File: src/rtl/dmem_pkg.sv
// Shared constants and types for the data-memory load/store initiator.
// Width codes follow RV32I funct3; the FSM encoding is kept as plain constants.
package dmem_pkg;

  localparam logic [2:0] F3_B  = 3'b000;
  localparam logic [2:0] F3_H  = 3'b001;
  localparam logic [2:0] F3_W  = 3'b010;
  localparam logic [2:0] F3_BU = 3'b100;
  localparam logic [2:0] F3_HU = 3'b101;

  localparam logic [1:0] S_IDLE = 2'd0;
  localparam logic [1:0] S_RD   = 2'd1;
  localparam logic [1:0] S_WR   = 2'd2;
  localparam logic [1:0] S_RESP = 2'd3;

  localparam int LANE_W = 8;
  localparam int HALF_W = 16;

  typedef struct packed {
    logic        we;
    logic [2:0]  f3;
    logic [31:0] wdata;
  } req_t;

  // Request is rejected without touching memory if funct3 is illegal or misaligned.
  function automatic logic req_bad(input logic we, input logic [2:0] f3,
                                   input logic [1:0] lo);
    logic illegal;
    logic misalign;
    if (we) illegal = !(f3 == F3_B || f3 == F3_H || f3 == F3_W);
    else    illegal = (f3 == 3'b011 || f3 == 3'b110 || f3 == 3'b111);
    misalign = ((f3 == F3_H || f3 == F3_HU) && lo[0]) ||
               (f3 == F3_W && lo != 2'b00);
    return illegal || misalign;
  endfunction

endpackage

File: src/rtl/dmem_lane_align.sv
// Little-endian lane steering: load extraction with extension, and sub-word
// store merge into a previously read word. Purely combinational.
module dmem_lane_align
  import dmem_pkg::*;
(
  input  logic [31:0] word_i,
  input  logic [1:0]  addr_lo_i,
  input  logic [2:0]  funct3_i,
  input  logic [31:0] wdata_i,
  output logic [31:0] ld_data_o,
  output logic [31:0] st_word_o
);

  logic [LANE_W-1:0] byte_sel;
  logic [HALF_W-1:0] half_sel;

  always_comb begin
    byte_sel = word_i[8*addr_lo_i +: LANE_W];
    half_sel = addr_lo_i[1] ? word_i[31:16] : word_i[15:0];
  end

  always_comb begin
    ld_data_o = '0;
    case (funct3_i)
      F3_B:    ld_data_o = {{24{byte_sel[LANE_W-1]}}, byte_sel};
      F3_BU:   ld_data_o = {24'd0, byte_sel};
      F3_H:    ld_data_o = {{16{half_sel[HALF_W-1]}}, half_sel};
      F3_HU:   ld_data_o = {16'd0, half_sel};
      F3_W:    ld_data_o = word_i;
      default: ld_data_o = '0;
    endcase
  end

  // Untouched lanes keep the read-back contents of the word.
  always_comb begin
    st_word_o = word_i;
    case (funct3_i)
      F3_B: st_word_o[8*addr_lo_i +: LANE_W] = wdata_i[LANE_W-1:0];
      F3_H: begin
        if (addr_lo_i[1]) st_word_o[31:16] = wdata_i[HALF_W-1:0];
        else              st_word_o[15:0]  = wdata_i[HALF_W-1:0];
      end
      default: st_word_o = wdata_i;
    endcase
  end

endmodule

File: src/rtl/dmem_access_ctrl.sv
// Multi-cycle load/store initiator: one request at a time, read-modify-write
// for sub-word stores, extended load data and an error flag on completion.
module dmem_access_ctrl
  import dmem_pkg::*;
#(
  parameter int AW = 5
) (
  input  logic          CLK,
  input  logic          RST,
  input  logic          req_valid,
  output logic          req_ready,
  input  logic          req_we,
  input  logic [2:0]    req_funct3,
  input  logic [31:0]   req_addr,
  input  logic [31:0]   req_wdata,
  output logic          rsp_valid,
  output logic [31:0]   rsp_rdata,
  output logic          rsp_err,
  output logic [AW-1:0] mem_addr,
  output logic          mem_we,
  output logic [31:0]   mem_wd,
  input  logic [31:0]   mem_rd
);

  logic [1:0]    state_q, state_d;
  req_t          req_q, req_d;
  logic [AW+1:0] addr_q, addr_d;
  logic [31:0]   buf_q, buf_d;
  logic [31:0]   rdata_q, rdata_d;
  logic          err_q, err_d;

  logic [31:0]   align_word;
  logic [31:0]   ld_data;
  logic [31:0]   st_word;
  logic          unused_addr_hi;

  // Byte addresses wrap modulo the memory size; the high bits carry no meaning.
  assign unused_addr_hi = ^req_addr[31:AW+2];

  // Loads extract straight from the read port; stores merge into the buffer.
  assign align_word = (state_q == S_RD) ? mem_rd : buf_q;

  dmem_lane_align u_align (
    .word_i    (align_word),
    .addr_lo_i (addr_q[1:0]),
    .funct3_i  (req_q.f3),
    .wdata_i   (req_q.wdata),
    .ld_data_o (ld_data),
    .st_word_o (st_word)
  );

  always_comb begin
    state_d = state_q;
    req_d   = req_q;
    addr_d  = addr_q;
    buf_d   = buf_q;
    rdata_d = rdata_q;
    err_d   = err_q;
    case (state_q)
      S_IDLE: begin
        if (req_valid) begin
          req_d   = '{we: req_we, f3: req_funct3, wdata: req_wdata};
          addr_d  = req_addr[AW+1:0];
          rdata_d = '0;
          err_d   = 1'b0;
          if (req_bad(req_we, req_funct3, req_addr[1:0])) begin
            err_d   = 1'b1;
            state_d = S_RESP;
          end else if (req_we && req_funct3 == F3_W) begin
            state_d = S_WR;
          end else begin
            state_d = S_RD;
          end
        end
      end
      S_RD: begin
        buf_d = mem_rd;
        if (req_q.we) begin
          state_d = S_WR;
        end else begin
          rdata_d = ld_data;
          state_d = S_RESP;
        end
      end
      S_WR: state_d = S_RESP;
      S_RESP: begin
        rdata_d = '0;
        err_d   = 1'b0;
        state_d = S_IDLE;
      end
      default: state_d = S_IDLE;
    endcase
  end

  always_ff @(posedge CLK) begin
    if (!RST) begin
      state_q <= S_IDLE;
      req_q   <= '0;
      addr_q  <= '0;
      buf_q   <= '0;
      rdata_q <= '0;
      err_q   <= 1'b0;
    end else begin
      state_q <= state_d;
      req_q   <= req_d;
      addr_q  <= addr_d;
      buf_q   <= buf_d;
      rdata_q <= rdata_d;
      err_q   <= err_d;
    end
  end

  assign req_ready = (state_q == S_IDLE);
  assign rsp_valid = (state_q == S_RESP);
  assign rsp_rdata = rdata_q;
  assign rsp_err   = err_q;
  assign mem_addr  = addr_q[AW+1:2];
  assign mem_we    = (state_q == S_WR);
  assign mem_wd    = mem_we ? st_word : '0;

endmodule

File: config.mk
export PLATFORM = sky130hd
export DESIGN_NAME = dmem_access_ctrl
export DESIGN_NICKNAME = d
export VERILOG_FILES = /design/src/rtl/dmem_pkg.sv /design/src/rtl/dmem_lane_align.sv /design/src/rtl/dmem_access_ctrl.sv
export SDC_FILE = /design/constraint.sdc
export NUM_CORES = 1
export LEC_CHECK = 0
export ABC_AREA = 1
export CORE_ASPECT_RATIO = 1.4
export CORE_UTILIZATION = 49
export DETAILED_ROUTE_END_ITERATION = 8
export PLACE_DENSITY = 0.81
export SYNTH_ARGS = -nofsm -noshare
export SYNTH_HDL_FRONTEND = slang
export SYNTH_HIERARCHICAL = 1
export SYNTH_SLANG_ARGS = --single-unit
File: constraint.sdc
create_clock -name CLK -period 2.6 [get_ports CLK]
set_input_delay 0.52 -clock CLK [delete_from_list [all_inputs] [get_ports CLK]]
set_output_delay 0.52 -clock CLK [all_outputs]
set_load 0.02 [all_outputs]
# == After elaboration in Yosys (flattened, before gate mapping) ==
# Cells that the tools add are included.
# totals
mem_bits_ro,0
latch_bits,0
ff_bits,110
wordCells,69
memories,0
ramBits,0
# classes
n_mul,0
n_shift,3
n_lt_le_gt_ge,0
eq_ne,15
div_mod_pow,0
bitwise,0
mux,22
addsub,1
reduce_logical,20
# op_table
operator,count
$pmux 32 s5,1
$mux 32,4
$pmux 32 s3,1
$pmux 32 s2,1
$mux 16,3
$neg 5->34,1
$shift 8x34->32 const A,1
$shiftx 8x34->32,1
$bwmux 32,1
$shiftx 32x6->8,1
$eq 3x3->1 const B,5
$eq 3x2->1 const B,3
$pmux 2 s4,1
$logic_or 1x1->1,7
$eq 3x1->1 const B,2
$logic_not 3->1,2
$mux 1,6
$mux 2,3
$eq 2x2->1 const B,2
$ne 2x2->1 const B,2
$reduce_and 2->1,2
$reduce_bool 2->1,2
$logic_and 1x1->1,3
$reduce_and 3->1,1
other kinds (5),5

# == Longest topological paths before layout ==
# depth
ltp_word,11
depth_mapped,15
mapped_depth_nobuf,13

# == Cells and area by module ==
# Netlist, hierarchy kept.
# modules_own_cells
mod,n_inst,cells_each,area_each_um2,seq_area_each_um2
dmem_access_ctrl,1,617,4574.4,2202.1
dmem_lane_align,1,474,2042.0,0.0

# == Worst setup path before layout ==
# OpenSTA, ideal clock, no wires.
# synth_timing
kind,flip-flop to output port
start,register addr_q[1]
end,output mem_wd[16]
path_stages_with_launch,12
arrival_time_ns,2.020
path_slack_ns,0.060
required_time_ns,2.080
path_cell_list,dfxtp_1 buf_2 inv_2 clkbuf_1 ha_1 clkbuf_1 nand2_1 o21ai_0 nand2_1 nand3_1 nand2_1 inv_1
# synth_via
elab_chain_len,5
# synth_lines
item,line,rtl
start: declaration,dmem_access_ctrl.sv:27,"logic [AW+1:0] addr_q, addr_d;"
start signal: assignment,dmem_access_ctrl.sv:106,addr_q <= addr_d;
$neg 5->34,dmem_lane_align.sv:38,F3_B: st_word_o[8*addr_lo_i +: LANE_W] = wdata_i[LANE_W-1:0];
$shiftx 8x34->32 or $shift 8x34->32 (tied branches),dmem_lane_align.sv:38,
$bwmux 32,dmem_lane_align.sv:38,
$pmux 32 s2 (*),dmem_lane_align.sv:37,case (funct3_i)
net st_word[16],dmem_access_ctrl.sv:34,logic [31:0] st_word;
$mux 32 (*),dmem_access_ctrl.sv:119,assign mem_wd = mem_we ? st_word : '0;
end: declaration,dmem_access_ctrl.sv:21,"output logic [31:0] mem_wd,"
# Mark *: on every way through the listed nets, which the timed path passes. The rest lies on a longest branch.

# == Worst setup path in the final report ==
# layout_timing
start,register state_q[1]
end,output mem_wd[21]
# layout_via
elab_chain_len,5
# layout_lines
item,line,rtl
start: declaration,dmem_access_ctrl.sv:25,"logic [1:0] state_q, state_d;"
start signal: assignment,dmem_access_ctrl.sv:104,state_q <= state_d;
$eq 2x1->1 (*),dmem_access_ctrl.sv:41,assign align_word = (state_q == S_RD) ? mem_rd : buf_q;
$mux 32 (*),--,
net align_word[21],dmem_access_ctrl.sv:32,logic [31:0] align_word;
$mux 16 or $bwmux 32 (tied branches),"dmem_lane_align.sv:40, dmem_lane_align.sv:38",
$pmux 32 s2 (*),dmem_lane_align.sv:37,
net st_word[21],dmem_access_ctrl.sv:34,
$mux 32 (*),dmem_access_ctrl.sv:119,
# Marks and branches as above.

==> impl_metrics.tcl <==
set metrics [dict create \
    status "completed" \
    place_area_sq_um 8695 \
    drtIter0Drc 398 \
    final_core_util 0.7128 \
    die_x_microns 100.2 \
    cts_buffers 9 \
    drive_gt1_frac 0.2181 \
    core_sq_um 13000 \
    seqCellArea_sq_um 2203 \
    wl_per_cell_microns 14.96 \
    grt_pass1_wl_microns 34030 \
    drtPass1Iterations 6 \
    fin_area_sq_um 9265 \
    synth_cells 1091 \
    mostFrequentLayoutCells "nand2_1 (317), nor2_1 (149), clkdlybuf4s50_1 (117)" \
    port_buffers 150 \
    syn_nets 1203 \
    ctsHtreeMaxLevel 3 \
    ff2ff_path_depth 16 \
    period_minus_slack_ns 2.568 \
    fmax_ghz 0.3894 \
    place.gp.congestion 0.9356 \
    dp_hpwl_microns 16300 \
    io_pins 176 \
    cts_root_buffer "clkbuf_16" \
    setup_viol 0 \
    critPathLaunchType "flip-flop" \
    netlist_area_sq_um 6616 \
    ys_seq_elements 110 \
    num_antenna_cells 0 \
    hold_viol 0 \
    worstSetupPathType "reg2out" \
    max_slew_margin 0.5597 \
    synth_seq_area_share 0.3328 \
    cts_sinks 110 \
    grt_overflow 0 \
    syn_to_final_growth_pct 40.03 \
    grt_usage 0.3108 \
    peakVddDrop_uv 364.7 \
    vias_per_cell 5.155 \
    critPathCaptureType "output port" \
    critPathMaxFanout 11 \
    cts_tree "done" \
    multi_input_area_sq_um 3896 \
    fin_crit_sh 0.9877 \
    grt_max_degree 67 \
    critPathArrivalTime_ns 2.05 \
    wl_microns 21870 \
    hold_class "reg2reg" \
    path_clk_slew_ns 0.07 \
    power_density_nw_per_um2 703.0 \
    grt_antenna_before_repair 0 \
    rsz0062_at_grt "yes" \
    ctsHoldBuffers 0 \
    vias 7537 \
    fin_skew_ns 0.01001 \
    clockBufferDepth 2 \
    ys_types 26 \
    die-area_sq_um 13980 \
    hold_depth 2 \
    drtAntennaViolNets 0 \
    power_leakage_nw 4.310 \
    layout_commonest_cell "nand2_1" \
    required_ns 2.08 \
    nNetsFinal 1391 \
    drc 0 \
    setup_tns_ns 0 \
    drv_slew 0 \
    ys.warnings.count 6 \
    synth.avg_cell_area_sq_um 6.064 \
    clk_latency_ns 0.36 \
    fill_cells 1164 \
    drv_cap 0 \
    tightest_slew_ns 0.6605 \
    dieHeight_microns 139.5 \
    dp_cells 1438 \
    start_util 0.5090 \
    num_rows 49 \
    grt_pass1_vias 7062 \
    finalNonFillerCells 1462 \
]
[timing repair]
item	in CTS	in global routing
setup buffers	1	5
cloned	2	0
endpoints found under the setup margin	32	33
gates resized for setup	156	100
pin swaps	4	17
[path summary, 6_finish.rpt]
path	startpoint	endpoint	slack (ns)
worst min register to register	req_q[35]$_SDFFE_PN0P_	req_q[35]$_SDFFE_PN0P_	0.47
worst max register to register	state_q[1]$_SDFFE_PN0P_	rsp_rdata[25]$_SDFFE_PN0P_	0.23
worst min-delay path	req_q[35]$_SDFFE_PN0P_	req_q[35]$_SDFFE_PN0P_	0.47
worst max-delay path	state_q[1]$_SDFFE_PN0P_	mem_wd[21]	0.03
[flip-flops by register name, summed over array words and instances (netlist names)]
| signal | flops |
|---|---|
| rsp_rdata | 32 |
| state_q | 2 |
| req_q | 36 |
| rsp_err | 1 |
| buf_q | 32 |
| addr_q | 7 |
[cells by family after synthesis]
group	Yosys count	synth area share
DFF	110	0.3328
AOI/OAI and AO/OA	188	0.1579
adders and majority gates	9	0.01702
and+or+nand+nor	608	0.3780
buffers and inverters	176	0.1142
[synth_stat cells]
master,n,area [sq um]
nand2_2,20,125.1
ha_1,9,112.6
o21ai_2,2,17.52
a21oi_2,20,175.2
o221ai_1,1,8.760
buf_4,7,52.55
nand2_1,355,1333
o21ai_0,72,360.4
nor2_1,149,559.3
inv_1,99,371.6
dfxtp_1,110,2202
nand4_1,33,206.5
a21o_1,1,7.510
nand3_1,45,225.2
o21ai_1,2,10.01
buf_6,5,56.30
o211ai_1,6,45.04
inv_2,7,26.28
nor2_4,2,22.52
a21oi_1,84,420.4
clkbuf_1,26,97.59
buf_2,25,125.1
buf_1,7,26.28
nand2_4,1,11.26
nor2_2,2,12.51
or2_1,1,6.260
[critical path: stages (launching register included)]
cell	delay, ns
dfxtp_2	0.33
inv_2	0.07
ha_4	0.25
buf_12	0.16
nand2_1	0.11
nand2_2	0.12
inv_1	0.10
a21oi_1	0.15
nand2_1	0.06
nand3_1	0.09
nand2_1	0.05
inv_1	0.06
buf_4	0.13
[layout make-up]
type | count | area share
flip-flops and latches | 110 | 0.2378
well taps | 178 | 0.02404
inverters | 106 | 0.04402
repair buffers | 247 | 0.2427
clock buffers | 11 | 0.02620
clock inverters | 5 | 0.004727
multi-input cells | 805 | 0.4205
[power breakdown]
group	switching [mW]	internal (mW)
Sequential	0.113	1.89
Clock	0.678	0.689
Combinational	1.93	1.21
Total	2.73	3.79
[layer usage]
layer	part of all wire	track usage	vias to the layer above
met1	0.38	0.3341	3427
met2	0.52	0.5631	233
li1	-	-	3805
met5	0	0	-
met4	0.061	0.2044	0
met3	0.039	0.03466	72
[through the flow]
stage	total power [mW]	hold slack, ns	setup slack (ns)
floorplan	3.831	0.4293	0.05957
global placement	4.833	0.4429	-0.3053
detailed placement	4.877	0.4575	-0.2969
CTS	6.301	0.4693	-0.02298
global route	6.882	0.4835	-0.04776
finish	6.513	0.4675	0.03194
Power figures use the tool's default switching activity.
==> patch 1: new RTL, config.mk and constraints unchanged <==
`AW`: 5 -> 6.
--- a/src/rtl/dmem_access_ctrl.sv
+++ b/src/rtl/dmem_access_ctrl.sv
@@ -4,5 +4,5 @@
   import dmem_pkg::*;
 #(
-  parameter int AW = 5
+  parameter int AW = 6
 ) (
   input  logic          CLK,
Ports: changed (resized mem_addr); port bits go from 176 to 177. The function was not compared with the original's and may differ.
==> patch 1 against the original RTL <==
- sequential cell count is 1 higher
- total power down 0.36%
- wire length shrank 3.0%
- utilization shrank 1.9 points
- critical path type unchanged
- global-route usage down 0.69 points
- worst setup slack better by 0.024 ns
- largest power group unchanged
- cell count down 1.1%
- area after synthesis shrank 0.13%
- sequential share of layout area grew 0.92 points
- design area shrank 2.7%
==> patch 1: results <==
{
  "outcome": "complete, no violations",
  "synth_compound_area_share_pct": 15.4,
  "grt_use_met1_pct": 33.6,
  "met2RoutedLength_mm": 10.7,
  "synth_nets": 1208,
  "rrSetupSlack_ns": 0.14,
  "wirelength_met1_mm": 8.04,
  "numCtsBuffers": 9,
  "drt_iter0_markers": 336,
  "synthTopCellsByCount": "nand2_1 (364), nor2_1 (151), dfxtp_1 (111)",
  "place_ws_ns": -0.284,
  "power_frac_seq_pct": 31.4,
  "r2r_cells": 17,
  "min_period_ns": 2.54,
  "grt_pass1_wl_mm": 33.4,
  "syn_inst": 1096,
  "power_leakage_nw": 4.18,
  "drive_above_1_share_pct": 18.3,
  "wire_per_inst_um": 14.7,
  "synth_seq_area_share_pct": 33.6,
  "hpwl_mm": 15.7,
  "critPathArrivalTime_ns": 2.02,
  "synthAdderAreaFrac_pct": 1.70,
  "drt_wl_total_mm": 21.2,
  "num-fill-cells": 1195,
  "routed-wl-met3_mm": 1.16,
  "gp_congestion": 0.972,
  "grt_pass1_vias": 6966,
  "viasPerCell": 5.23,
  "critPathMaxFanout": 16,
  "pg_comb_w": 0.00299,
  "grtUsageMet2_pct": 54.8,
  "clock-skew-final_ns": 0.0103,
  "use_met3_pct": 3.92,
  "cts-resized-gates": 155,
  "switching_share_pct": 41.6,
  "dr.pass1.iters": 5,
  "num-nets-final": 1375,
  "synth_area_leaders": "dfxtp_1 (34%), nand2_1 (21%), nor2_1 (8.6%)"
}
[patch 1: changes by cell type after synthesis, sizes merged]
cell / change
inv: -1
clkbuf: +2
nand4: +1
nor2: +2
o21ai: +1
dfxtp: +1
nand2: -1
[patch 1: logic make-up after synthesis]
logic type / Yosys count
compound gates: 189
fa+ha+maj: 9
buf+inv: 177
simple gates: 610
flops: 111
[patch 1: per-stage QoR]
| step | instance area, µm² | total power (W) | utilization (%) | hold slack, ns |
|---|---|---|---|---|
| after floorplan | 6610 | 0.00385 | - | 0.429 |
| after global placement | 8600 | 0.00483 | 66.1 | 0.445 |
| after detailed placement | 8600 | 0.00487 | 66.1 | 0.449 |
| after CTS | 8890 | 0.00639 | 68.4 | 0.461 |
| after global routing | 9010 | 0.00687 | 69.3 | 0.482 |
| final | 9010 | 0.00649 | 69.3 | 0.456 |
[patch 1: worst min path at each step]
stage                                    from                   endpoint  cells past startpoint
floorplan              req_q[35]$_SDFFE_PN0P_     req_q[35]$_SDFFE_PN0P_                      2
global placement       req_q[35]$_SDFFE_PN0P_     req_q[35]$_SDFFE_PN0P_                      2
detailed placement     req_q[35]$_SDFFE_PN0P_     req_q[35]$_SDFFE_PN0P_                      2
CTS                    req_q[35]$_SDFFE_PN0P_     req_q[35]$_SDFFE_PN0P_                      2
global route        rsp_rdata[4]$_SDFFE_PN0P_  rsp_rdata[4]$_SDFFE_PN0P_                      2
finish                 req_q[35]$_SDFFE_PN0P_     req_q[35]$_SDFFE_PN0P_                      2
[patch 1: cell type report]
cell class	count	area, µm²	area share [%]
Clock inverter	7	86.3	0.958
Timing Repair Buffer	228	2060	22.9
Inverter	105	397	4.40
Clock buffer	9	225	2.50
Tap cell	178	223	2.47
Sequential cell	111	2230	24.7
Multi-Input combinational cell	808	3800	42.1
==> patch 2: new RTL, config.mk and constraints unchanged <==
Without the edit above. Make the reset (`RST`) asynchronous in one clocked block.
--- a/src/rtl/dmem_access_ctrl.sv
+++ b/src/rtl/dmem_access_ctrl.sv
@@ -93,5 +93,5 @@
   end
 
-  always_ff @(posedge CLK) begin
+  always_ff @(posedge CLK or negedge RST) begin
     if (!RST) begin
       state_q <= S_IDLE;
Function: differs if RST is asserted again (counterexample within 4 cycles, from zero or initial values and one cycle with RST low); with RST held inactive, the same outputs for 10 cycles.
==> patch 2 against the original RTL <==
- the run now ends with setup timing left
- sequential cell count unchanged
- area after synthesis is 3.3% higher
- first-iteration DRC count grew 42%
- wire length up 1.1%
- design area is 5.6% higher
- critical path depth unchanged
- sequential share of layout area up 4.4 points
- worst setup slack lost 0.11 ns
Power is not compared: it rests on default switching activity, and its combinational part moved more than twofold at a synthesized area within 25%.
==> patch 2: results <==
{
  "setup_viol": 14,
  "violations": "setup timing",
  "drive_above_1_share_pct": 25.8,
  "ys_types": 23,
  "numCtsBuffers": 9,
  "clock-skew-final_ns": 0.0144,
  "slowest_stage": "dfrtp_1",
  "portBuffers": 150,
  "critPathArrivalTime_ns": 2.15,
  "critPathMaxFanout": 7,
  "vdd_drop_max_mv": 0.800,
  "hold_class": "input port to async pin",
  "num_antenna_cells": 0,
  "num-fill-cells": 1042,
  "power_leakage_nw": 5.13,
  "synth-async-reset-ratio_pct": 100,
  "cp_top_family": "buffers and inverters",
  "yosys_warnings": 6,
  "hpwl_mm": 15.0,
  "slew_headroom_pct": 60.0,
  "clk_root_buffer_cell": "clkbuf_16",
  "synth_seq_area_share_pct": 40.3,
  "grt_max_degree": 65,
  "synthTopCellsByCount": "nand2_1 (442), dfrtp_1 (110), inv_1 (98)",
  "grt_pass1_wl_mm": 34.0,
  "placed_area_mm2": 0.00885,
  "dpl.cell_count": 1334,
  "vias": 7266,
  "design_area_mm2": 0.00978,
  "synth_nets": 1092,
  "grt_antenna_before_repair": 0,
  "fin_ws_ns": -0.0748,
  "synth_area_leaders": "dfrtp_1 (40%), nand2_1 (24%), inv_1 (5.4%)",
  "synthFlopType": "dfrtp_1",
  "crit_path_max_incr_delay_ns": 0.39,
  "clk_pin_slew_worst_paths_ns": 0.07,
  "gp_congestion": 0.940,
  "avgSynthCellArea_um2": 6.97,
  "grt_pass1_vias": 6990,
  "clockBufferDepth": 2,
  "fin_crit_sh_pct": 103,
  "viasPerCell": 5.25,
  "wire_per_inst_um": 16.0,
  "clock_latency_ns": 0.35,
  "regMostFlops": "req_q",
  "dr.pass1.iters": 6,
  "grt_use_total_pct": 30.7,
  "htreeDepth": 3,
  "largest_reg_flops": 36,
  "drt_iter0_markers": 565,
  "outcome": "finished, violations left",
  "drv_slew": 0
}
[patch 2: changes by cell type after synthesis, moves of 39 or more]
cell     change
dfrtp_1    +110
nand2_1     +87
a21oi_1     -48
o21ai_0     -39
dfxtp_1    -110
nor2_1      -82
[patch 2: timing repair]
item | CTS | global route
pin swaps | 11 | 41
setup endpoints to repair | 32 | 33
buffers inserted | 24 | 12
cloned | 2 | 0
resized for setup | 207 | 110
[patch 2: cell families (layout without fill, tap and decap cells)]
kind of cell | Yosys count | in the layout | share of synthesized area (%)
AOI/OAI and AO/OA | 110 | 110 | 9.98
adders and majority gates | 9 | 9 | 1.65
buffers and inverters | 157 | 379 | 10.5
DFF | 110 | 110 | 40.3
muxes | 32 | 32 | 5.27
and+or+nand+nor | 562 | 562 | 32.4
[patch 2: where the power goes]
part | leakage (nW) | switching [W] | total (W) | internal, W
combinational | 3.61 | 0.00564 | 0.00973 | 0.00409
clock | 0.134 | 0.000685 | 0.00135 | 0.000665
sequential | 1.39 | 0.000466 | 0.00290 | 0.00244
total | 5.13 | 0.00679 | 0.0140 | 0.00719
[patch 2: per-layer routing]
layer  share of wire [%]  routed length [µm]  GRT usage, %
met1                  38                8360          35.3
met2                  52               11400          53.8
met3                 5.0                1100          4.19
met4                 5.4                1200          17.5
met5                   0                   0             0
[patch 2: area by class of cell]
cell class,instances,area share [%]
clock buffer,9,2.30
clock inverter,7,0.588
inverter,105,4.52
multi-input combinational,713,37.5
sequential,110,28.1
tap,182,2.33
timing repair buffer,258,24.6
[patch 2: path summary, 6_finish.rpt]
check | startpoint | endpoint | slack [ns] | cells after the start
setup / recovery | state_q[1]$_DFFE_PN0P_ | mem_wd[24] | -0.07 | 12
hold / removal | RST | addr_q[5]$_DFFE_PN0P_ | 0.14 | 1
setup reg to reg | state_q[1]$_DFFE_PN0P_ | rsp_rdata[22]$_DFFE_PN0P_ | 0.15 | 16
hold reg to reg | rsp_rdata[23]$_DFFE_PN0P_ | rsp_rdata[23]$_DFFE_PN0P_ | 0.49 | 2
max in group asynchronous | RST | req_q[13]$_DFFE_PN0P_ | 1.67 | 2
min in group CLK | rsp_rdata[23]$_DFFE_PN0P_ | rsp_rdata[23]$_DFFE_PN0P_ | 0.49 | 2
[patch 2: stage by stage]
| stage | setup WS (ns) | TNS, ns | hold slack (ns) |
|---|---|---|---|
| floorplan | 0.0442 | 0 | 0.224 |
| global placement | -0.230 | -4.11 | 0.461 |
| detailed placement | -0.263 | -4.88 | 0.466 |
| CTS | -0.0881 | -0.755 | 0.157 |
| global route | -0.171 | -2.76 | 0.170 |
| finish | -0.0748 | -0.450 | 0.145 |
